## config.mk

```make
export PLATFORM = sky130hd
export DESIGN_NAME = sipo_rx
export DESIGN_NICKNAME = d
export VERILOG_FILES = /design/src/rtl/sipo_rx.sv
export SDC_FILE = /design/constraint.sdc
export NUM_CORES = 1
export LEC_CHECK = 0
export ABC_AREA = 1
export BUFFER_PORTS_ARGS = -buffer_cell sky130_fd_sc_hd__buf_2
export CELL_PAD_IN_SITES_DETAIL_PLACEMENT = 0
export CELL_PAD_IN_SITES_GLOBAL_PLACEMENT = 1
export CORE_MARGIN = 1
export CORE_UTILIZATION = 40
export CTS_BUF_LIST = sky130_fd_sc_hd__clkbuf_2 sky130_fd_sc_hd__clkbuf_4 sky130_fd_sc_hd__clkbuf_8
export CTS_CLUSTER_DIAMETER = 50
export CTS_CLUSTER_SIZE = 8
export DETAILED_ROUTE_END_ITERATION = 8
export PLACE_DENSITY = 0.81
export SYNTH_ARGS = -nofsm -noshare
export SYNTH_HDL_FRONTEND = slang
export SYNTH_SLANG_ARGS = --single-unit
```

## constraint.sdc

```tcl
create_clock -name clk -period 3.2 [get_ports clk]
set_input_delay 0.96 -clock clk [delete_from_list [all_inputs] [get_ports clk]]
set_output_delay 0.96 -clock clk [all_outputs]
set_load 0.03 [all_outputs]
```

## src/rtl/sipo_rx.sv

```systemverilog
// LSB-first serial-to-parallel receiver with SOF framing, a valid/ready output
// register, and one-cycle framing-error / overrun pulses.
module sipo_rx #(
   parameter int WIDTH = 4
) (
   input  logic             clk,
   input  logic             rst,
   input  logic             sin,
   input  logic             sin_en,
   input  logic             sof,
   output logic [WIDTH-1:0] dout,
   output logic             dout_valid,
   input  logic             dout_ready,
   output logic             busy,
   output logic             framing_err,
   output logic             overrun
);

   localparam int CW = (WIDTH > 2) ? $clog2(WIDTH) : 1;
   localparam logic [CW-1:0] CNT_ZERO = CW'(0);
   localparam logic [CW-1:0] CNT_ONE  = CW'(1);
   localparam logic [CW-1:0] CNT_LAST = CW'(WIDTH - 1);

   typedef enum logic [0:0] {
      IDLE  = 1'b0,
      SHIFT = 1'b1
   } state_t;

   state_t           state_r;
   logic [WIDTH-1:0] shift_r;
   logic [CW-1:0]    cnt_r;
   logic [WIDTH-1:0] dout_r;
   logic             dout_valid_r;
   logic             busy_r;
   logic             framing_err_r;
   logic             overrun_r;
   logic [WIDTH-1:0] word_s;

   // Word as it would look with the current serial bit shifted in.
   assign word_s = {sin, shift_r[WIDTH-1:1]};

   // Receive FSM, shift register, output register and status pulses.
   always_ff @(posedge clk or posedge rst) begin
      if (rst) begin
         state_r       <= IDLE;
         shift_r       <= '0;
         cnt_r         <= CNT_ZERO;
         dout_r        <= '0;
         dout_valid_r  <= 1'b0;
         busy_r        <= 1'b0;
         framing_err_r <= 1'b0;
         overrun_r     <= 1'b0;
      end else begin
         framing_err_r <= 1'b0;
         overrun_r     <= 1'b0;
         // Consumption; a completion below on the same edge overrides this.
         if (dout_valid_r && dout_ready) begin
            dout_valid_r <= 1'b0;
         end
         case (state_r)
            IDLE: begin
               if (sin_en && sof) begin
                  shift_r <= word_s;
                  cnt_r   <= CNT_ONE;
                  state_r <= SHIFT;
                  busy_r  <= 1'b1;
               end
            end
            SHIFT: begin
               if (sin_en) begin
                  shift_r <= word_s;
                  if (sof) begin
                     // Restart: the current bit is bit 0 of a fresh frame.
                     cnt_r         <= CNT_ONE;
                     framing_err_r <= 1'b1;
                  end else if (cnt_r == CNT_LAST) begin
                     cnt_r   <= CNT_ZERO;
                     state_r <= IDLE;
                     busy_r  <= 1'b0;
                     if (!dout_valid_r || dout_ready) begin
                        dout_r       <= word_s;
                        dout_valid_r <= 1'b1;
                     end else begin
                        overrun_r <= 1'b1;
                     end
                  end else begin
                     cnt_r <= cnt_r + CNT_ONE;
                  end
               end
            end
            default: begin
               state_r <= IDLE;
               cnt_r   <= CNT_ZERO;
               busy_r  <= 1'b0;
            end
         endcase
      end
   end

   assign dout        = dout_r;
   assign dout_valid  = dout_valid_r;
   assign busy        = busy_r;
   assign framing_err = framing_err_r;
   assign overrun     = overrun_r;

endmodule

```

Yosys cells after proc, flatten, opt, wreduce, memory -nomap -nowiden
Index checks and enable logic that the tools add are counted.
Word-level totals
  input bits: 6
  register bits: 15
  output and inout bits: 8
  word-level logic and storage cells: 55
Operators by class
  reductions and logical operators: 7
  eq/ne operators: 5
  multiplexer cells: 32
  bitwise operators: 2
  add/sub/neg operators: 1
Operators by type and width (count)
  1-bit 2-to-1 mux: 22
  2-bit 2-to-1 mux: 4
  4-bit 2-to-1 mux: 2
  4-bit case mux with 2 select lines: 1
  2-bit inequality test, second input constant: 3
  5-bit AND reduction: 1
  1-bit case mux with 2 select lines: 2
  2-bit case mux with 2 select lines: 1
  4-bit AND reduction: 1
  2-bit by 1-bit adder with 2-bit output, second input constant: 1
  2-bit equality test, second input constant: 1
  1-bit logical AND: 2
  2-bit by 1-bit inequality test with 1-bit output, second input constant: 1
  1-bit inverter: 2
  2-bit AND reduction: 1
  1-bit zero test: 1
  1-bit logical OR: 1

Depth between registers and ports, before layout
  depth in word-level cells: 7
  mapped depth: 6

Worst setup path after synthesis
No wires, ideal clock.
  kind: input -> register
  from: input port dout_ready
  to: register dout_r[0], in the netlist dout[0]
  stages: 5
  library setup time: 118 ps
  data required time: 3082 ps
  buffers on the path: 0
  data arrival time: 1350 ps
  setup slack: 1733 ps
  cell sequence: inv_1 -> nand2_1 -> nand3_2 -> nand2_1 -> nand2_1
On the way
  longest elaborated chain between the ends: 2
Ends and longest elaborated chain
  start: declaration: line 13  | input logic dout_ready,
  1-bit logical OR: line 80  | if (!dout_valid_r || dout_ready) begin
  5-bit AND reduction (no source line)
  end signal: assignment: line 81  | dout_r <= word_s;
  end: declaration: line 32  | logic [WIDTH-1:0] dout_r;
Every way passes these cells.
A chain may end at the register's enable or synchronous reset.

Worst setup path in the final report
  from: register dout_r[2], in the netlist dout[2]
  to: output port dout[2]
RTL lines
  end: declaration: line 11  | output logic [WIDTH-1:0] dout,
No word-level cell between the ends.

==> reports/metrics.csv <==
metric,value,unit
cts_max_level,1,
ant_nets,0,
min_path_type,reg2reg,
grt_use_total,0.164,
antenna_cells,0,
power.density,794,nW/µm²
min_period_over_period,0.562,
tightest_slew,518,ps
ys_async_sr_fraction,1.00,
fin_cells,98,
fillerInstances,133,
coreArea,1370,µm²
std_cell_rows,13,
postCtsSetupRepairBufs,0,
synth_common_cells,"nand2_1 (22), dfrtp_1 (14), nand3_1 (9), inv_1 (6), nor2_1 (5)",
synth_seq_cells,14,
critPathBufInv,1,
nets,92,
syn_area,617,µm²
ir_worst_vdd,0.362,mV
crit_family,flip-flops,
grt_pass1_vias,378,
rrSetupSlack,2040,ps
drc,0,
ios,14,
utilization,0.529,
drv_cap,0,
synth.area.top_cells,"dfrtp_1 (57%), nand2_1 (13%), nand3_1 (7.3%)",
worstSetupStartpointType,register,
worst_path_max_delay_cell,dfrtp_1,
cts_resized,0,
syn-instance-count,67,
path_clk_slew,70,ps
period_minus_slack,1800,ps
status,"complete, no violations",
fin_ws,1400,ps
antenna_found_initial,0,
fin_setup_tns,0,ps
cts_tree,yes,
initial_core_util,0.451,
vias_per_cell,4.66,
multiInputGateArea,240,µm²
dp_slack,1550,ps
synth.most_common_cell,nand2_1,
cts_buffer_depth,2,
synth_nets,74,
cp-end-kind,output pin,
fmax,556,MHz
drt_wl_total,1.05,mm
synth_top_area_share,0.568,
cts_made_buffers,3,
grt_first_pass_wirelength,1.66,mm
gp_congestion,0.744,
relSlewSlack,0.654,
yosysTopAreaCell,dfrtp_1,
syn_to_final_growth,17.2,%
required,2240,ps
seq_area,350,µm²
path_cells,buf_2,
synth_edf_count,0,
grt_overflow,0,
setup-violations-final,0,
power,574,µW
synth.avg_cell_area,9.21,µm²
dp_cells,95,
grt_max_degree,15,
drv_slew,0,
io_buffers,13,
yosys_warnings,0,
synthDistinctLibCells,13,
slowest_delay,390,ps
hpwl,778,µm
synth_flop_cell,dfrtp_1,
critPathMaxFanout,2,
layout-drive-gt1-share,0.289,
wl_per_cell,10.7,µm
root_buffer,clkbuf_4,
leakage,0.433,nW
hold_violations,0,
critPathArrivalTime,840,ps
drtPass1Iterations,4,
clock_skew,1.24,ps
rsz0062_at_grt,no,
dieHeight,41.3,µm
ys_seq_area_frac,0.568,
cts_sinks,14,
drtIter0Drc,21,
die_x,41.3,µm
postCtsHoldBufs,0,
critPathKind,reg2out,
vias,457,
clock_latency,270,ps
die-area,1700,µm²
==> routing by layer <==
metal,share of wire,vias to the layer above,routed length (µm),track usage
met5,0,-,0,0
li1,-,243,-,-
met1,0.52,199,544,0.234
met2,0.41,13,434,0.203
met3,0.059,2,62,0.0978
met4,0.0076,0,8,0.0484
==> registers in the layout, summed over array words and instances (netlist names) <==
signal and count:
dout 4, shift_r 3, cnt_r 2, busy 1, dout_valid 1, framing_err 1
overrun 1, state_r 1
==> final cells by class <==
cell class,instances,share of cell area
clock buffers,3,0.0311
inverters,7,0.0363
multi-input cells,46,0.332
flip-flops and latches,14,0.484
well taps,15,0.0260
repair buffers,13,0.0900
==> placed cells by master, fill, tap and decap left out <==
cell type / n
inv_1: 6
nor2_8: 1
buf_2: 13
nand2_2: 2
nand3_1: 9
dfrtp_1: 14
nor2_1: 5
or2_2: 1
a21oi_1: 2
nand2_4: 2
clkbuf_4: 3
nand2_1: 22
inv_2: 1
ha_1: 1
nand3_2: 1
==> cell families after synthesis <==
group	synth area share
compound gates	0.0162
buf+inv	0.0426
simple gates	0.353
fa+ha+maj	0.0203
flops	0.568
==> stage by stage <==
step           hold WS, ps  instance area [µm²]
2_1_floorplan          465                  617
3_3_place_gp           452                  701
3_5_place_dp           461                  701
4_1_cts                480                  723
5_1_grt                492                  723
6_report               472                  723
==> worst paths after layout <==
kind,from,endpoint,cells past startpoint
worst max-delay path,dout[2],dout[2],1
worst min-delay path,busy,busy,2
worst max register to register,cnt_r[0],cnt_r[0],3
worst min register to register,busy,busy,2
max in group asynchronous,rst,cnt_r[1],2
min in group asynchronous,rst,state_r,2
==> worst reg2reg max path, stage by stage (launching register included) <==
cell and delay, ps:
dfrtp_1 400, ha_1 250, or2_2 300, a21oi_1 140
==> power by group <==
| part | internal (mW) | switching, mW | leakage [nW] |
|---|---|---|---|
| sequential | 0.232 | 0.0325 | 0.175 |
| combinational | 0.0660 | 0.149 | 0.244 |
| clock | 0.0437 | 0.0508 | 0.0138 |
(Power assumes the default switching activity.)
